[config.mk]
export PLATFORM = sky130hd
export DESIGN_NAME = out_fifo_arbiter_flat
export DESIGN_NICKNAME = d
export VERILOG_FILES = /design/src/rtl/out_fifo_arbiter_if.sv /design/src/rtl/out_fifo_arbiter.sv /design/src/flat_wrapper.sv
export SDC_FILE = /design/constraint.sdc
export NUM_CORES = 1
export LEC_CHECK = 0
export BUFFER_PORTS_ARGS = -buffer_cell sky130_fd_sc_hd__clkbuf_2
export CORE_MARGIN = 2
export CORE_UTILIZATION = 44
export DETAILED_ROUTE_END_ITERATION = 7
export PLACE_DENSITY = 0.76
export SYNTH_ARGS = -nofsm -noshare
export SYNTH_HDL_FRONTEND = slang
export SYNTH_SLANG_ARGS = --single-unit
[constraint.sdc]
create_clock -name clk -period 2 [get_ports clk]
set_input_delay 0.4 -clock clk [delete_from_list [all_inputs] [get_ports clk]]
set_output_delay 0.4 -clock clk [all_outputs]
set_load 0.01 [all_outputs]
[src/rtl/out_fifo_arbiter_if.sv]
// Bus bundle between the output FIFO, the two requesters and out_fifo_arbiter.
// The master modport is the arbiter's view; the slave modport is the surrounding logic.
interface out_fifo_arbiter_if #(
    parameter int DW = 32
);
    logic [DW-1:0] fifo_rd_data;
    logic          fifo_empty;
    logic          fifo_rd_en;
    logic          req0;
    logic          req1;
    logic          ack1;
    logic [1:0]    gnt;
    logic [DW-1:0] dout;
    logic          dout_valid0;
    logic          dout_valid1;
    logic          timeout;

    modport master (
        input  fifo_rd_data, fifo_empty, req0, req1, ack1,
        output fifo_rd_en, gnt, dout, dout_valid0, dout_valid1, timeout
    );

    modport slave (
        output fifo_rd_data, fifo_empty, req0, req1, ack1,
        input  fifo_rd_en, gnt, dout, dout_valid0, dout_valid1, timeout
    );
endinterface

[src/rtl/out_fifo_arbiter.sv]
// Round-robin arbiter that pops a FWFT output FIFO and delivers words to two requesters.
// Define OUT_ARB_WDOG_EN to build in the starvation watchdog that drives timeout.
module out_fifo_arbiter #(
    parameter int DW      = 32,
    parameter int TIMEOUT = 1024
) (
    input  logic                clk,
    input  logic                resetn,
    out_fifo_arbiter_if.master  bus
);

    typedef enum logic [1:0] {
        IDLE    = 2'd0,
        POP     = 2'd1,
        DELIVER = 2'd2
    } state_t;

    state_t        state;
    state_t        state_next;
    logic [1:0]    gnt_q;
    logic [DW-1:0] dout_q;
    logic          pend0;
    logic          prio1;
    logic          elig0;
    logic          elig1;
    logic          pick1;
    logic          rd_en;
    logic          valid0;
    logic          valid1;

    // A live req0 pulse counts as eligible so service starts the very next cycle.
    assign elig0 = pend0 | bus.req0;
    assign elig1 = bus.req1;
    assign pick1 = elig1 & (~elig0 | prio1);

    always_ff @(posedge clk or negedge resetn) begin
        if (!resetn) begin
            state <= IDLE;
        end else begin
            state <= state_next;
        end
    end

    always_comb begin
        state_next = state;
        case (state)
            IDLE:    if (!bus.fifo_empty && (elig0 || elig1)) state_next = POP;
            POP:     if (!bus.fifo_empty) state_next = DELIVER;
            DELIVER: if (gnt_q[0] || bus.ack1) state_next = IDLE;
            default: state_next = IDLE;
        endcase
    end

    always_comb begin
        rd_en  = 1'b0;
        valid0 = 1'b0;
        valid1 = 1'b0;
        case (state)
            POP:     rd_en = ~bus.fifo_empty;
            DELIVER: begin
                valid0 = gnt_q[0];
                valid1 = gnt_q[1];
            end
            default: ;
        endcase
    end

    // Grant, round-robin pointer, pending flag and the captured word.
    always_ff @(posedge clk or negedge resetn) begin
        if (!resetn) begin
            gnt_q  <= 2'b00;
            prio1  <= 1'b0;
            pend0  <= 1'b0;
            dout_q <= '0;
        end else begin
            pend0 <= bus.req0 | (pend0 & ~valid0);
            if (state == IDLE && state_next == POP) begin
                gnt_q <= pick1 ? 2'b10 : 2'b01;
                prio1 <= ~pick1;
            end else if (state == DELIVER && state_next == IDLE) begin
                gnt_q <= 2'b00;
            end
            if (rd_en) begin
                dout_q <= bus.fifo_rd_data;
            end
        end
    end

    assign bus.fifo_rd_en  = rd_en;
    assign bus.gnt         = gnt_q;
    assign bus.dout        = dout_q;
    assign bus.dout_valid0 = valid0;
    assign bus.dout_valid1 = valid1;

`ifdef OUT_ARB_WDOG_EN
    localparam logic [16:0] WDOG_LIMIT = 17'(TIMEOUT);

    logic [15:0] wdog_cnt;
    logic [16:0] wdog_inc;
    logic        wdog_run;
    logic        timeout_q;

    assign wdog_run = (state == IDLE) & (pend0 | bus.req1) & bus.fifo_empty;
    assign wdog_inc = {1'b0, wdog_cnt} + 17'd1;

    // Counter saturates so a very long stall cannot wrap back below the limit.
    always_ff @(posedge clk or negedge resetn) begin
        if (!resetn) begin
            wdog_cnt  <= 16'd0;
            timeout_q <= 1'b0;
        end else begin
            if (!wdog_run) begin
                wdog_cnt <= 16'd0;
            end else if (wdog_cnt != 16'hFFFF) begin
                wdog_cnt <= wdog_inc[15:0];
            end
            if (valid0 || valid1) begin
                timeout_q <= 1'b0;
            end else if (wdog_run && wdog_inc >= WDOG_LIMIT) begin
                timeout_q <= 1'b1;
            end
        end
    end

    assign bus.timeout = timeout_q;
`else
    // TIMEOUT is always positive, so this is a constant 0 that keeps the parameter referenced.
    assign bus.timeout = (TIMEOUT < 0);
`endif

endmodule

[src/flat_wrapper.sv]
// flat-port wrapper written by rule: the top's interface ports become plain ports
module out_fifo_arbiter_flat 
#(
    parameter int DW      = 32,
    parameter int TIMEOUT = 1024
)
  (clk, resetn, bus_fifo_rd_data, bus_fifo_empty, bus_req0, bus_req1, bus_ack1, bus_fifo_rd_en, bus_gnt, bus_dout, bus_dout_valid0, bus_dout_valid1, bus_timeout);
  out_fifo_arbiter_if #(.DW(DW)) bus_i ();
  input  logic clk;
  input  logic resetn;
  input wire logic [$bits(bus_i.fifo_rd_data)-1:0] bus_fifo_rd_data;
  input wire logic [$bits(bus_i.fifo_empty)-1:0] bus_fifo_empty;
  input wire logic [$bits(bus_i.req0)-1:0] bus_req0;
  input wire logic [$bits(bus_i.req1)-1:0] bus_req1;
  input wire logic [$bits(bus_i.ack1)-1:0] bus_ack1;
  output wire logic [$bits(bus_i.fifo_rd_en)-1:0] bus_fifo_rd_en;
  output wire logic [$bits(bus_i.gnt)-1:0] bus_gnt;
  output wire logic [$bits(bus_i.dout)-1:0] bus_dout;
  output wire logic [$bits(bus_i.dout_valid0)-1:0] bus_dout_valid0;
  output wire logic [$bits(bus_i.dout_valid1)-1:0] bus_dout_valid1;
  output wire logic [$bits(bus_i.timeout)-1:0] bus_timeout;
  assign bus_i.fifo_rd_data = bus_fifo_rd_data;
  assign bus_i.fifo_empty = bus_fifo_empty;
  assign bus_i.req0 = bus_req0;
  assign bus_i.req1 = bus_req1;
  assign bus_i.ack1 = bus_ack1;
  assign bus_fifo_rd_en = bus_i.fifo_rd_en;
  assign bus_gnt = bus_i.gnt;
  assign bus_dout = bus_i.dout;
  assign bus_dout_valid0 = bus_i.dout_valid0;
  assign bus_dout_valid1 = bus_i.dout_valid1;
  assign bus_timeout = bus_i.timeout;
  out_fifo_arbiter #(.DW(DW), .TIMEOUT(TIMEOUT)) u_core (.clk(clk), .resetn(resetn), .bus(bus_i));
endmodule
=== Word-level counts from Yosys, hierarchy flattened ===
Cells that the tools add are included.

* Flip-flop bits (word level): 38
* Input bits: 38
* Output and inout bits: 38
* Word-level logic and storage cells: 36

* Equality and inequality tests: 3
* Multiplexer cells: 10
* Bitwise operators: 9
* Reductions and logical operators: 9

{| class="wikitable"
|+ Operators with widths
! cell !! count
|-
| 2-to-1 mux 2 bit || 6
|-
| case mux 2 bit (3 select lines) || 1
|-
| equality test 2 x 1 -> 1 bit (second input constant) || 2
|-
| logical NOT 2 bit || 2
|-
| inverter 1 bit || 4
|-
| logical AND 1 bit || 3
|-
| 2-to-1 mux 1 bit || 3
|-
| bitwise OR 1 bit || 3
|-
| bitwise AND 1 bit || 2
|-
| equality test 2 bit (second input constant) || 1
|-
| logical OR 1 bit || 2
|-
| nonzero test 2 bit || 1
|-
| logical NOT 1 bit || 1
|}

=== Longest topological paths before layout ===
Gate-level depths: netlist (run 1).

* Depth after elaboration: 9
* Depth in mapped cells: 3
* Gate-level depth less buffers: 3

=== Least setup slack after synthesis (run 1) ===
Ideal clock, no wire load.

* Path kind: flip-flop to flip-flop
* Start: reg u_core.state[1]
* End: reg u_core.dout_q[10] (netlist: u_core.bus.dout[10])
* Library setup time: 125 ps
* Arrival: 1,307 ps
* Required time: 1,875 ps
* Setup slack: 568 ps
* Stages on the path, launching flop included: 4
* Buffers on the path: 1
* Clock period less this slack: 1,432 ps
* Cell sequence: dfrtp_1 nor3b_4 buf_4 mux2_2

* Longest elaborated chain between the ends: 2

{| class="wikitable"
|+ Ends and longest elaborated chain
! element !! RTL line !! text
|-
| start, declared || out_fifo_arbiter.sv:18 || <nowiki>state_t state;</nowiki>
|-
| start signal, assigned || out_fifo_arbiter.sv:40 || <nowiki>state <= state_next;</nowiki>
|-
| equality test 2 x 1 -> 1 bit || out_fifo_arbiter.sv:58 || <nowiki>case (state)</nowiki>
|-
| 2-to-1 mux 1 bit || out_fifo_arbiter.sv:58 ||
|-
| end signal, assigned || out_fifo_arbiter.sv:84 || <nowiki>dout_q <= bus.fifo_rd_data;</nowiki>
|-
| end, declared || out_fifo_arbiter.sv:21 || <nowiki>logic [DW-1:0] dout_q;</nowiki>
|}

No other way between the ends.
A chain may end at the register's enable or synchronous reset.

=== Final worst setup path (run 1) ===
* Start: reg u_core.state[1]
* End: out bus_fifo_rd_en

* Longest elaborated chain between the ends: 2

{| class="wikitable"
|+ Ends and longest elaborated chain
! element !! RTL line !! text
|-
| equality test 2 x 1 -> 1 bit || out_fifo_arbiter.sv:58 ||
|-
| 2-to-1 mux 1 bit || out_fifo_arbiter.sv:58 ||
|-
| end, declared || flat_wrapper.sv:16 || <nowiki>output wire logic [$bits(bus_i.fifo_rd_en)-1:0] bus_fifo_rd_en;</nowiki>
|}

No other way between the ends.

==> key figures, run 1 <==
CTS
  • Num CTS Buffers: 5
  • H-tree depth: 2
  • Cts repair resizes: 0
  • Clock Latency Late Sink: around 0.34 ns
  • Postcts setup bufs: 0
  • CTS root buf: clkbuf_4
  • Clock slew at reported path FFs: around 0.10 ns
  • CTS tree: yes
  • CTS max path bufs: 2
  • CTS sink cnt: 38
  • CTS Hold Bufs: 0

Placement
  • GP Congestion: ~0.68
  • Number of port buffers: 74
  • DP HPWL: about 2.2 mm

Routing
  • Post-Route WL: around 3.0 mm
  • DRT Pass-1 Iters: 4
  • Routed vias: roughly 1.1k
  • Wire per inst: 13.6 um
  • Residual DRC: 0
  • Drt first-iter violations: 16
  • Number of vias per cell: slightly below 5
  • Post-route ant nets: 0

Setup path
  • Critical path class: reg -> out
  • Worst setup SP type: flop
  • Required @ worst endpoint: ~1.6 ns
  • Max Fanout on Critical Path: 17
  • CP endpoint kind: primary output
  • R2R Setup Slk: between 0.5 and 0.6 ns
  • Critical Path AT: approximately 1.5 ns
  • R2R depth: 3

Synth
  • Synth Net Count: around 130
  • Synth top area share: 0.634
  • Async set-reset flop share out of synthesis: 1.00
  • Synth Register Bits: 38
  • Synth cell types: 22
  • Count leader, synth: dfrtp_1
  • Ys Warns: 0
  • Post-synth top flop: dfrtp_1
  • Syn Inst Count: between 90 and 100
  • Area leader, netlist: dfrtp_1
  • Seq/Total Area, Yosys: 0.634
  • Post-synth EDFFs: 0
  • Syn Std Cell Area: 1500 sq um
  • Synth cell count leaders: dfrtp_1, mux2_2, a21o_1
  • Top cells by area, synth: dfrtp_1, mux2_2, a21o_1, buf_6, mux2_1
  • Average cell area after synthesis: about 16 sq um

Pwr
  • Pwr dens: about 1500 nW/um^2
  • VDD IR max: 0.734 mV
  • Total power: around 0.0030 W
  • Pleak: 0.997 nW

Global routing
  • GR Util All Layers: 0.172
  • Vias in the first global route: 1,116
  • Initial antenna violation count: 0
  • Largest net degree at the start of global routing: 35
  • Congestion Overflow GR: 0
  • First-pass GRT wire length: a little over 5 mm

Floorplan
  • Die width: 62.4 um
  • DIE HEIGHT: about 62 um
  • Total core area: 3310 sq um
  • Core Rows: 21
  • Initial Utilization: 0.453
  • Top Ports: between 70 and 80
  • Die area: 3890 sq um

STA
  • Worst-case clock skew: 0.00598 ns
  • Fin crit share: 0.924
  • Max_slew headroom: 0.451
  • Final hold violations: 0
  • Tmin final: roughly 1.8 ns
  • Slew Limit Fails: 0
  • Setup TNS: 0 ns
  • Setup violation total in the final timing report: 0
  • RSZ-0062 raised after global routing: no
  • Slew @ Worst Pin: around 0.82 ns
  • Fmax: 0.541 GHz

Cells and area
  • Storage element area: 951 sq um
  • Area grow syn2layout: 30.6%
  • Layout cells sized above 1: 0.653
  • Fillers: ~300
  • Footprint of the multi-input gates: 507 sq um
  • NumNets Final: 214
  • Ant. Diodes: 0
  • Post-layout util: 0.591

Flow run
  • Max Cap Violations: 0

Min path
  • Worst Hold Class: in -> async

Run status
  • Status: finished clean
-- cell type report --
class	count	share of cell area
tap	46	0.0294
timing repair buffer	77	0.201
sequential	38	0.486
inverter	1	0.00192
multi-input combinational	53	0.259
clock buffer	7	0.0230
-- worst max-delay path, stage by stage, from the launching register on --
cell and delay [ns]:
dfrtp_1 0.45, nor3b_4 0.22, buf_4 0.27, clkbuf_2 0.17
-- flip-flops by register name, indices dropped and copies added, names as in the netlist --
name             cells
u_core.pend0         1
u_core.bus.dout     32
u_core.prio1         1
u_core.state         2
u_core.bus.gnt       2
-- where the power goes --
group	switching, W	internal [W]
Sequential	0.000218	0.00115
Clock	0.000233	0.000133
Combinational	0.000557	0.000668
-- layout by cell type, fill, tap and decap left out --
master    instances
a211oi_1          1
a21o_1            3
a31o_1            1
and2_1            1
and2b_2           1
buf_4             3
clkbuf_1          2
clkbuf_2         74
clkbuf_4          5
conb_1            1
dfrtp_1          38
inv_1             1
mux2_1            2
mux2_2           30
mux2i_1           1
nand2_1           2
nand3b_1          1
nor2_1            2
nor3_1            1
nor3b_4           1
o21ai_0           2
or2_4             1
or2b_1            1
or3_1             1
-- metrics by stage --
step	hold WS, ns	instances	worst slack (ns)	cell area [sq um]
final	0.136	222	0.153	1960
after detailed placement	0.495	215	0.461	1910
after global placement	0.484	215	0.472	1910
after global routing	0.180	222	0.0356	1960
after CTS	0.150	222	0.129	1960
after floorplan	0.104	96	0.568	1500
-- cell families (layout without fill, tap and decap cells) --
group           after synthesis  after routing  synth area share
flops                        38             38             0.634
mux                          33             33             0.247
simple gates                 12             12            0.0559
compound gates                7              7            0.0326
buf+inv                       5             85            0.0275
other cells                   1              1           0.00250
-- per-layer routing --
layer / wire length [um] / up-vias / track usage / share of wire
met1: 1190 / 522 / 0.205 / 0.39
met4: 70 / 0 / 0.0917 / 0.023
met2: 1510 / 49 / 0.276 / 0.50
li1: - / 491 / - / -
met5: 0 / - / 0 / 0
met3: 246 / 8 / 0.0598 / 0.082
-- final timing paths --
check                                                from                              end
max reg2reg                     u_core.state[1]$_DFF_PN0_    u_core.bus.gnt[0]$_DFFE_PN0P_
min reg2reg                u_core.bus.dout[4]$_DFFE_PN0P_   u_core.bus.dout[4]$_DFFE_PN0P_
min in group clk                      bus_fifo_rd_data[8]   u_core.bus.dout[8]$_DFFE_PN0P_
min                                                resetn  u_core.bus.dout[14]$_DFFE_PN0P_
max                             u_core.state[1]$_DFF_PN0_                   bus_fifo_rd_en
max in group asynchronous                          resetn    u_core.bus.gnt[1]$_DFFE_PN0P_
Power figures use the tool's default switching activity.
==> run 2: changes to the inputs <==
Settings changed: ABC_AREA set to 1, CORE_UTILIZATION 44 to 45.
==> key figures, run 2 <==
Run status
  • Status: finished clean

Floorplan
  • Core Rows: 21
  • Die area: a little under 4000 sq um
  • Die width: between 60 and 70 um
  • Initial Utilization: 0.467
  • Total core area: between 3000 and 4000 sq um
  • DIE HEIGHT: around 63 um
  • Top Ports: 76

Setup path
  • Critical Path AT: roughly 1.4 ns
  • Required @ worst endpoint: between 1.5 and 2 ns
  • R2R depth: 3
  • Critical path class: reg -> out
  • CP endpoint kind: primary output
  • Worst setup SP type: flop
  • Max Fanout on Critical Path: 33

STA
  • Fmax: ~0.56 GHz
  • Fin crit share: 0.892
  • Final hold violations: 0
  • Hold_ws: approximately 0.091 ns
  • Setup TNS: 0 ns
  • Slew Limit Fails: 0
  • Setup violation total in the final timing report: 0
  • Tmin final: between 1.5 and 2 ns
  • Worst-case clock skew: roughly 0.0078 ns
  • RSZ-0062 raised after global routing: no

Cells and area
  • Storage element area: around 950 sq um
  • Fillers: 331
  • Ant. Diodes: 0
  • Design area: ~2000 sq um
  • Max reg flops: 32
  • Most frequent cells in the layout: nand2_1, clkbuf_2, dfrtp_1
  • Layout cells sized above 1: 0.381
  • Area grow syn2layout: 28.1%
  • Footprint of the multi-input gates: 504 sq um
  • Commonest non-fill, non-tap cell in the layout: nand2_1
  • NumNets Final: between 200 and 300

Global routing
  • GR Util All Layers: 0.181
  • First-pass GRT wire length: roughly 5.6 mm
  • Initial antenna violation count: 0
  • Congestion Overflow GR: 0
  • Largest net degree at the start of global routing: 39
  • Vias in the first global route: between 1k and 1.5k

Synth
  • Synth Register Bits: 38
  • Area leader, netlist: dfrtp_1
  • Synth Net Count: roughly 210
  • Synth cell count leaders: nand2_1, dfrtp_1, nand2_2
  • Synth top area share: 0.610
  • Post-synth EDFFs: 0
  • Top cells by area, synth: dfrtp_1, nand2_1, nand2_2, inv_1, buf_6
  • Post-synth top flop: dfrtp_1
  • Syn Std Cell Area: 1560 sq um
  • Synth cell types: 19
  • Average cell area after synthesis: 8.91 sq um
  • Seq/Total Area, Yosys: 0.610
  • Ys Warns: 0
  • Count leader, synth: nand2_1
  • Async set-reset flop share out of synthesis: 1.00
  • Syn Inst Count: ~180

Routing
  • Residual DRC: 0
  • Routed vias: 1,333
  • Post-route ant nets: 0
  • Drt first-iter violations: 25
  • Wire per inst: about 11 um
  • Number of vias per cell: between 4 and 5
  • DRT Pass-1 Iters: 4
  • Post-Route WL: roughly 3.2 mm

CTS
  • CTS sink cnt: 38
  • Postcts setup bufs: 0
  • CTS Hold Bufs: 0
  • Clock Latency Late Sink: about 0.34 ns
  • CTS max path bufs: 2
  • CTS root buf: clkbuf_4
  • Num CTS Buffers: 5
  • Cts repair resizes: 0
  • CTS tree: yes
  • Clock slew at reported path FFs: between 0.1 and 0.15 ns
  • H-tree depth: 2

Pwr
  • VDD IR max: 0.609 mV
  • Pwr dens: approximately 1400 nW/um^2
  • Pleak: 1.20 nW

Placement
  • DP HPWL: 2.28 mm
  • Number of port buffers: 74
  • GP Congestion: about 0.7
  • Post-Place Cell Area: about 1900 sq um

Min path
  • Worst Hold Class: in -> async

Flow run
  • Max Cap Violations: 0
==> run 2: final timing paths <==
| check | from | endpoint | slack, ns |
|---|---|---|---|
| min | resetn | u_core.bus.dout[30]$_DFFE_PN0P_ | 0.09 |
| max reg2reg | u_core.state[0]$_DFF_PN0_ | u_core.state[1]$_DFF_PN0_ | 0.76 |
| min in group clk | bus_fifo_rd_data[2] | u_core.bus.dout[2]$_DFFE_PN0P_ | 0.25 |
| min reg2reg | u_core.bus.dout[2]$_DFFE_PN0P_ | u_core.bus.dout[2]$_DFFE_PN0P_ | 0.49 |
| max in group asynchronous | resetn | u_core.bus.dout[4]$_DFFE_PN0P_ | 1.59 |
| max | u_core.state[1]$_DFF_PN0_ | bus_fifo_rd_en | 0.22 |
==> run 2: cell families (layout without fill, tap and decap cells) <==
logic type,Yosys count,after routing,share of synthesized area
buffers and inverters,16,93,0.0666
other,1,1,0.00241
DFF,38,38,0.610
AOI/OAI and AO/OA,5,5,0.0193
and+or+nand+nor,115,115,0.302
==> run 2: per-stage QoR <==
step / total power, W / std cells / setup slack (ns) / util
finish: 0.00288 / 298 / 0.216 / 0.598
global route: 0.00315 / 298 / 0.0883 / 0.598
CTS: 0.00292 / 298 / 0.186 / 0.598
detailed placement: 0.00250 / 290 / 0.481 / 0.580
global placement: 0.00246 / 290 / 0.494 / 0.580
floorplan: 0.00204 / 175 / 0.779 / -
==> run 2: critical path: stages (launching register included) <==
cell      delay, ns
dfrtp_1        0.41
nor2_2         0.15
nand2_4        0.08
inv_6          0.22
clkbuf_2       0.19
==> run 2: final cells by class <==
type,instances,share of cell area
flip-flops and latches,38,0.476
multi-input cells,121,0.253
repair buffers,76,0.193
well taps,46,0.0288
clock buffers,7,0.0276
inverters,9,0.0194
clock inverters,1,0.00251
==> run 2: where the power goes <==
| group | switching [W] | leakage [nW] | internal [W] |
|---|---|---|---|
| clock | 0.000235 | 0.0353 | 0.000170 |
| sequential | 0.000218 | 0.470 | 0.00112 |
| combinational | 0.000673 | 0.698 | 0.000458 |
==> run 2: layer usage <==
metal	vias up	share of wire	global-route usage
li1	673	-	-
met1	593	0.46	0.226
met2	61	0.45	0.291
met3	6	0.080	0.0703
met4	0	0.0085	0.0528
met5	-	0	0
==> run 3: changes to the inputs <==
Settings changed: ABC_AREA 1 to unset, CORE_MARGIN 2 to 3, CORE_UTILIZATION 45 to 44.
==> key figures, run 3 (synthesis gave the netlist of run 1 again) <==
Pwr
  • Pwr dens: about 1500 nW/um^2
  • VDD IR max: between 0.8 and 0.9 mV
  • Gate power share: 0.414
  • Sw frac: 0.333
  • Clk network pwr share: 0.131
  • Pleak: a little over 1 nW
  • Internal: around 0.0020 W
  • Sw Pwr: 0.000999 W
  • Seq pwr share: 0.455

CTS
  • CTS max path bufs: 2
  • CTS tree: yes
  • CTS root buf: clkbuf_4
  • CTS sink cnt: 38
  • Num CTS Buffers: 5
  • Clock Latency Late Sink: around 0.33 ns
  • Cts repair resizes: 0
  • H-tree depth: 2
  • Clock slew at reported path FFs: around 0.10 ns

Setup path
  • R2R Setup Slk: 0.55 ns
  • Slowest cell delay on critical path: around 0.44 ns
  • Max Fanout on Critical Path: 11
  • CP endpoint kind: primary output
  • Critical Path AT: 1.42 ns
  • Required @ worst endpoint: approximately 1.6 ns
  • Worst setup SP type: flop
  • CP cell instances: nor3b_4, buf_4, clkbuf_2
  • Worst path bufs/invs: 2
  • Critical path class: reg -> out
  • Top delay family on crit path: flip-flops
  • Worst path slowest cell: dfrtp_1

Floorplan
  • Initial Utilization: 0.475
  • Core Rows: 20
  • Die width: between 60 and 70 um
  • Die area: about 4100 sq um
  • Top Ports: 76
  • DIE HEIGHT: 64.4 um
  • Total core area: roughly 3200 sq um

Placement
  • Setup WS pre-CTS: approximately 0.46 ns
  • DP HPWL: ~2.5 mm
  • Number of port buffers: 74
  • GP Congestion: between 0.8 and 0.9

Run status
  • Status: finished clean

Routing
  • Routed vias: ~1.1k
  • Wire per inst: ~13 um
  • Post-Route WL: 2.99 mm
  • Number of vias per cell: about 4.8
  • Drt first-iter violations: 18
  • Residual DRC: 0
  • DRT Pass-1 Iters: 4
  • Post-route ant nets: 0

Cells and area
  • Ant. Diodes: 0
  • Layout cells sized above 1: 0.659
  • NumNets Final: around 220
  • Area grow syn2layout: 32.6%
  • Most frequent cells in the layout: clkbuf_2, dfrtp_1, mux2_2
  • Commonest non-fill, non-tap cell in the layout: clkbuf_2
  • Max reg flops: 32

STA
  • Setup violation total in the final timing report: 0
  • Tmin final: ~1.8 ns
  • RSZ-0062 raised after global routing: no
  • Slew Limit Fails: 0
  • Fin crit share: 0.911
  • Worst-case clock skew: between 0.003 and 0.004 ns
  • Fmax: 0.549 GHz
  • Final hold violations: 0
  • Final Worst Setup Slack: 0.178 ns
  • Setup TNS: 0 ns

Global routing
  • Largest net degree at the start of global routing: 23
  • Initial antenna violation count: 0
  • Vias in the first global route: 1,235
  • GR Util All Layers: 0.164
  • Congestion Overflow GR: 0
  • First-pass GRT wire length: 5.15 mm

Min path
  • Worst Hold Class: in -> reg

Flow run
  • Max Cap Violations: 0
==> run 3: power by group through the flow <==
stage / logic, W / clock network, W / registers [W]
6_report: 0.00124 / 0.000394 / 0.00136
3_3_place_gp: 0.00123 / 0 / 0.00135
4_1_cts: 0.00127 / 0.000413 / 0.00137
3_5_place_dp: 0.00127 / 0 / 0.00138
2_1_floorplan: 0.000581 / 0 / 0.00153
5_1_grt: 0.00136 / 0.000447 / 0.00142
==> run 3: final timing paths <==
kind / startpoint / end / depth (start not counted)
setup / recovery: u_core.state[1]$_DFF_PN0_ / bus_fifo_rd_en / 3
hold / removal: bus_req0 / u_core.pend0$_DFF_PN0_ / 2
setup reg to reg: u_core.state[1]$_DFF_PN0_ / u_core.bus.gnt[0]$_DFFE_PN0P_ / 3
hold reg to reg: u_core.bus.dout[9]$_DFFE_PN0P_ / u_core.bus.dout[9]$_DFFE_PN0P_ / 1
max in group asynchronous: resetn / u_core.bus.dout[18]$_DFFE_PN0P_ / 3
min in group asynchronous: resetn / u_core.bus.gnt[0]$_DFFE_PN0P_ / 2
==> run 3: per-layer routing <==
| metal | vias up | wire (um) | track usage |
|---|---|---|---|
| li1 | 503 | - | - |
| met1 | 506 | 1110 | 0.166 |
| met2 | 53 | 1540 | 0.293 |
| met3 | 7 | 287 | 0.0510 |
| met4 | 0 | 61 | 0.100 |
| met5 | - | 0 | 0 |
==> run 3: timing repair <==
action	CTS	global route
hold buffers	1	0
buffers inserted	0	0
endpoints found under the hold margin	16	0
==> run 3: cell type report <==
cell class / count / area, sq um
well taps: 44 / 55.1
repair buffers: 79 / 410
fillers: 271 / 1170
multi-input cells: 53 / 507
clock inverters: 1 / 5.00
inverters: 1 / 3.75
clock buffers: 7 / 55.1
flip-flops and latches: 38 / 951
==> run 3: through the flow <==
stage                     utilization  hold WS [ns]  instances  cell area, sq um  total power, W
after floorplan                     -         0.104         96              1500         0.00211
after global placement          0.608         0.351        214              1920         0.00258
after detailed placement        0.608         0.353        214              1920         0.00265
after CTS                       0.630         0.266        223              1990         0.00305
after global routing            0.630         0.268        223              1990         0.00323
final                           0.630         0.285        223              1990         0.00300
